$ cat config.mk
export PLATFORM = sky130hd
export DESIGN_NAME = gray_palette_colorizer
export DESIGN_NICKNAME = d
export VERILOG_FILES = /design/src/rtl/gray_palette_colorizer.sv
export SDC_FILE = /design/constraint.sdc
export NUM_CORES = 1
export LEC_CHECK = 0
export ABC_AREA = 1
export BUFFER_PORTS_ARGS = -buffer_cell sky130_fd_sc_hd__clkbuf_2
export CAP_MARGIN = 20
export CORE_AREA = 2 2 39 41
export CTS_BUF_LIST = sky130_fd_sc_hd__clkbuf_8
export DETAILED_ROUTE_END_ITERATION = 8
export DIE_AREA = 0 0 41 43
export GPL_ROUTABILITY_DRIVEN = 0
export GPL_TIMING_DRIVEN = 0
export HOLD_SLACK_MARGIN = 0.08
export PLACE_DENSITY = 0.76
export RECOVER_POWER = 50
export SLEW_MARGIN = 20
export SYNTH_ARGS = -nofsm -noshare
export SYNTH_HDL_FRONTEND = slang
export SYNTH_SLANG_ARGS = --single-unit
export TNS_END_PERCENT = 20
$ cat constraint.sdc
create_clock -name clk -period 0.8 [get_ports clk]
set_input_delay 0.04 -clock clk [delete_from_list [all_inputs] [get_ports clk]]
set_output_delay 0.04 -clock clk [all_outputs]
set_load 0.005 [all_outputs]
$ cat src/rtl/gray_palette_colorizer.sv
// Maps a 4-bit gray pixel stream to RGB444 through a 16-entry palette, VGA timing matched (2 clk).
// Optional feature macro PALETTE_WR_EN: double-buffered writable palette swapped at frame start.
module gray_palette_colorizer #(
  parameter bit VS_ACTIVE_HIGH = 1'b0,
  parameter bit INVERT         = 1'b0
) (
  input  logic        clk,
  input  logic        reset_n,
  input  logic        in_de,
  input  logic        in_hsync,
  input  logic        in_vsync,
  input  logic [3:0]  in_gray,
  output logic        out_de,
  output logic        out_hsync,
  output logic        out_vsync,
  output logic [11:0] out_rgb,
  input  logic        pal_wr_valid,
  input  logic [11:0] pal_wr_data,
  output logic        pal_wr_ready,
  input  logic        pal_commit,
  output logic        pal_busy
);

  function automatic logic [11:0] ramp_entry(input logic [3:0] g);
    logic [3:0] v;
    v = INVERT ? ~g : g;
    return {v, v, v};
  endfunction

  logic        de_s1_q, hs_s1_q, vs_s1_q;
  logic [3:0]  gray_s1_q;
  logic        de_s2_q, hs_s2_q, vs_s2_q;
  logic [11:0] rgb_s2_q;
  logic [11:0] lut_rgb;

  // S1: register timing and gray
  always_ff @(posedge clk) begin
    if (!reset_n) begin
      de_s1_q   <= 1'b0;
      hs_s1_q   <= 1'b0;
      vs_s1_q   <= 1'b0;
      gray_s1_q <= 4'd0;
    end else begin
      de_s1_q   <= in_de;
      hs_s1_q   <= in_hsync;
      vs_s1_q   <= in_vsync;
      gray_s1_q <= in_gray;
    end
  end

  // S2: palette lookup, blanked outside display enable
  always_ff @(posedge clk) begin
    if (!reset_n) begin
      de_s2_q  <= 1'b0;
      hs_s2_q  <= 1'b0;
      vs_s2_q  <= 1'b0;
      rgb_s2_q <= 12'h000;
    end else begin
      de_s2_q  <= de_s1_q;
      hs_s2_q  <= hs_s1_q;
      vs_s2_q  <= vs_s1_q;
      rgb_s2_q <= de_s1_q ? lut_rgb : 12'h000;
    end
  end

  assign out_de    = de_s2_q;
  assign out_hsync = hs_s2_q;
  assign out_vsync = vs_s2_q;
  assign out_rgb   = rgb_s2_q;

`ifdef PALETTE_WR_EN
  localparam logic [1:0] ST_IDLE = 2'd0;
  localparam logic [1:0] ST_FILL = 2'd1;
  localparam logic [1:0] ST_FULL = 2'd2;
  localparam logic [1:0] ST_PEND = 2'd3;

  logic [1:0]  state_q, state_d;
  logic [3:0]  ptr_q, ptr_d;
  logic        bank_sel_q, bank_sel_d;
  logic        vs_act_prev_q;
  logic [11:0] bank0_q [16];
  logic [11:0] bank1_q [16];
  logic        vs_act, frame_start, wr_fire;

  // Previous level resets to active so a lone active cycle after reset is not an edge.
  assign vs_act      = (in_vsync == VS_ACTIVE_HIGH);
  assign frame_start = vs_act & ~vs_act_prev_q;

  assign pal_wr_ready = reset_n && ((state_q == ST_IDLE) || (state_q == ST_FILL));
  assign pal_busy     = (state_q == ST_PEND);
  assign wr_fire      = pal_wr_valid && pal_wr_ready;

  assign lut_rgb = bank_sel_q ? bank1_q[gray_s1_q] : bank0_q[gray_s1_q];

  always_comb begin
    state_d    = state_q;
    ptr_d      = ptr_q;
    bank_sel_d = bank_sel_q;
    case (state_q)
      ST_IDLE: if (wr_fire) begin
        ptr_d   = 4'd1;
        state_d = ST_FILL;
      end
      ST_FILL: if (wr_fire) begin
        if (ptr_q == 4'd15) state_d = ST_FULL;
        else                ptr_d   = ptr_q + 4'd1;
      end
      ST_FULL: if (pal_commit) state_d = ST_PEND;
      default: if (frame_start) begin
        bank_sel_d = ~bank_sel_q;
        ptr_d      = 4'd0;
        state_d    = ST_IDLE;
      end
    endcase
  end

  always_ff @(posedge clk) begin
    if (!reset_n) begin
      state_q       <= ST_IDLE;
      ptr_q         <= 4'd0;
      bank_sel_q    <= 1'b0;
      vs_act_prev_q <= 1'b1;
    end else begin
      state_q       <= state_d;
      ptr_q         <= ptr_d;
      bank_sel_q    <= bank_sel_d;
      vs_act_prev_q <= vs_act;
    end
  end

  // Writes always land in the bank not currently selected for lookup.
  always_ff @(posedge clk) begin
    if (!reset_n) begin
      for (int i = 0; i < 16; i++) begin
        bank0_q[i] <= ramp_entry(4'(i));
        bank1_q[i] <= 12'h000;
      end
    end else if (wr_fire) begin
      if (bank_sel_q) bank0_q[ptr_q] <= pal_wr_data;
      else            bank1_q[ptr_q] <= pal_wr_data;
    end
  end
`else
  logic unused_pal;

  assign unused_pal   = ^{pal_wr_valid, pal_wr_data, pal_commit};
  assign pal_wr_ready = 1'b0;
  assign pal_busy     = 1'b0;
  assign lut_rgb      = ramp_entry(gray_s1_q);
`endif

endmodule

==> summary.md <==
| Metric | Value |
|---|---|
| Setup slack after layout | `-21.8 ps` |
| Peak per-stage delay on the critical path | `approximately 330 ps` |
| GR Overflow Total | `0` |
| Clk buf depth | `2` |
| Unique cell type count in the Yosys netlist | `8` |
| Basic-gate share of the synthesized area counting and, or, nand and nor cells | `around 12%` |
| EDFF count, synth | `0` |
| Layout cells sized above 1 | `46.1%` |
| Cells taking the most area after synthesis | `sky130_fd_sc_hd__dfxtp_1 58%, sky130_fd_sc_hd__buf_4 16%, sky130_fd_sc_hd__inv_1 11%` |
| Total of flip-flops plus latches after synthesis | `14` |
| Number of buffers and inverters on the critical path | `2` |
| Nets | `113` |
| Cell type contributing the most total cell area after synthesis | `sky130_fd_sc_hd__dfxtp_1` |
| Filler cell count | `111` |
| Combinational family with the most area after synthesis | `buffers and inverters` |
| TritonCTS clock tree | `done` |
| Count of warnings emitted by yosys | `0` |
| Width of the die | `41 microns` |
| Post-layout util | `59.5%` |
| Area of the core region | `1380 sq um` |
| CTS sink cnt | `14` |
| Highest Clock Rate | `1.22 GHz` |
| Asr flop ratio synth | `0%` |
| Multiplexer share of the synthesized area | `0%` |
| Largest delay contributor family on the critical path | `flip-flops` |
| Total power density per cell area | `1860 nW/um^2` |
| Routed wire length per instance | `6.98 microns` |
| Number of pins with negative max-slew slack in the final report | `0` |
| DRC violation count after routing | `0` |
| Avg Vias per Cell | `3.62` |
| Total iterations of the first detailed-routing run | `1` |
| Setup repair after global routing missed its margin | `yes` |
| Prevailing post-synth register cell | `sky130_fd_sc_hd__dfxtp_1` |
| Number of setup violations in the final report | `10` |
| Adder-cell area share of the yosys netlist | `0%` |
| Cell chosen for the clock root | `sky130_fd_sc_hd__clkbuf_8` |
| Cell count after synthesis | `54` |
| Pin count of the biggest net entering global routing | `11` |
| Kind of end point of the critical path | `output port` |
| Vias | `380` |
| Worst setup path category | `reg2out` |
| Vias in the first global route | `288` |
| Global-route wire length before repair | `slightly below 1000 microns` |
| Startpoint type of the worst setup path | `register` |
| Instance area at placement | `around 600 sq um` |
| Fin area | `823 sq um` |
| DRT iter0 DRCs | `0` |
| Antenna violations before repair | `0` |
| Worst setup timing slack at the placement stage | `around 220 ps` |
| Post-detailed-route count of antenna-violating nets | `0` |
| Register area | `approximately 290 sq um` |
| Xor and xnor area share after synthesis | `0%` |
| Overall power after layout | `1.53 mW` |
| GR Util All Layers | `9.44%` |
| Effective utilization at floorplan | `34.9%` |
| Final number of hold-violating endpoints | `0` |
| Leakage power | `0.480 nW` |
| Avg Cell Area, Syn | `8.94 sq um` |
| Fraction of the cycle the final worst path needs | `103%` |
| Min Hold Slack | `399 ps` |
| Chip height | `43 microns` |
| Violations in the final reports | `setup timing` |
| Slowest library cell on the worst path | `sky130_fd_sc_hd__dfxtp_2` |
| Combined area of all synthesized cells | `483 sq um` |
| Fin crit period | `822 ps` |
| Clock buffers created by TritonCTS | `3` |
| Aggregate routed wire length | `733 microns` |
| Number of placement rows | `14` |
| Area fraction of the dominant cell type after synthesis | `58.0%` |
| Count of antenna diodes in the layout | `0` |
| Synthesized-area fraction occupied by ao, oa, aoi and oai cells | `0%` |
| CP most frequent cell | `sky130_fd_sc_hd__buf_6` |
| DPL Wire Length | `approximately 500 microns` |
| Hold WC Path Type | `reg2reg` |
| Die Outline Area | `1760 sq um` |
| Number of buffers added on ports | `22` |
| Area growth from synthesis to final layout | `70.5%` |
| Proportion of synthesized chip area in sequential cells | `58.0%` |
| Data arrival time at the worst-slack endpoint | `780 ps` |
| Clock latency reported for the late side of the worst-skew pair | `240 ps` |
| Critical path cell sequence | `buf_6 -> buf_6` |
| Clock slew at the register clock pins of the worst setup and hold paths | `50 ps` |
| Critical path peak fanout | `3` |
| Max_cap viols | `0` |
| Final setup skew | `0.468 ps` |
| Most instantiated cells after synthesis | `14 x sky130_fd_sc_hd__dfxtp_1, 14 x sky130_fd_sc_hd__inv_1, 10 x sky130_fd_sc_hd__buf_4, 9 x sky130_fd_sc_hd__nand2_1, 4 x sky130_fd_sc_hd__nor2_1` |
| Data required time of the critical path | `760 ps` |
| Worst IR drop on VDD | `0.712 mV` |
| Area taken by multi-input logic gates | `67.6 sq um` |
| Top-level port count | `40` |
| H-tree levels | `1` |
| Status | `finished with violations` |
## cells by family after synthesis
family / after synthesis
buffers and inverters: 25
flip-flops: 14
other: 1
AND/OR/NAND/NOR: 14
## worst register-to-register path, stage by stage (launching register included)
cell	delay [ps]
sky130_fd_sc_hd__dfxtp_1	350
sky130_fd_sc_hd__nand2_4	60
sky130_fd_sc_hd__nor2_1	90
## final cells by class
class,instances,share of cell area (%)
sequential,14,34.7
tap,16,2.43
multi-input combinational,16,8.21
timing repair buffer,30,28.3
clock buffer,4,6.69
buffer,11,13.4
inverter,14,6.38
## repair_timing
item,4_1_cts,5_1_grt
setup buffers,0,0
endpoints found under the hold margin,14,0
endpoints found under the setup margin,8,8
resized for setup,10,10
hold buffers,8,0
## worst paths after layout
kind                                               from               endpoint  slack, ps  cells past startpoint
worst max register to register       de_s1_q$_SDFF_PN0_  out_rgb[8]$_SDFF_PN0_        240                      2
worst min register to register  gray_s1_q[1]$_SDFF_PN0_  out_rgb[9]$_SDFF_PN0_        400                      2
worst max-delay path              out_rgb[8]$_SDFF_PN0_             out_rgb[4]        -20                      2
worst min-delay path            gray_s1_q[1]$_SDFF_PN0_  out_rgb[9]$_SDFF_PN0_        400                      2
## placed cells by master (no fill, tap or decap)
master                          count
sky130_fd_sc_hd__clkbuf_2          15
sky130_fd_sc_hd__buf_6             15
sky130_fd_sc_hd__inv_1             14
sky130_fd_sc_hd__dfxtp_1           10
sky130_fd_sc_hd__nand2_1            9
sky130_fd_sc_hd__dlygate4sd3_1      8
sky130_fd_sc_hd__nor2_1             4
sky130_fd_sc_hd__clkbuf_8           4
sky130_fd_sc_hd__dfxtp_2            4
sky130_fd_sc_hd__buf_4              2
sky130_fd_sc_hd__conb_1             2
sky130_fd_sc_hd__nand2_4            1
sky130_fd_sc_hd__clkbuf_1           1
## per-layer routing
layer  global-route usage [%]  vias to the layer above  wire length [microns]
li1                         -                      204                      -
met1                     7.33                      151                    244
met2                     12.8                       21                    382
met3                     4.71                        4                     74
met4                     14.0                        0                     31
met5                        0                        -                      0
## registers in the layout, indices dropped and copies added (netlist names)
name / cells
gray_s1_q: 4
out_rgb: 4
de_s1_q: 1
hs_s1_q: 1
out_de: 1
out_hsync: 1
out_vsync: 1
vs_s1_q: 1
## report_power, final
part / total, mW / internal (mW) / switching (mW)
sequential: 0.737 / 0.727 / 0.0104
combinational: 0.128 / 0.0831 / 0.0452
clock: 0.662 / 0.435 / 0.227
total: 1.53 / 1.24 / 0.282
## stage by stage
step | std cells | setup TNS, ps
floorplan | 55 | 0
global placement | 93 | 0
detailed placement | 93 | 0
CTS | 105 | -163
global route | 105 | -518
finish | 105 | -156
Power figures use the tool's default switching activity.
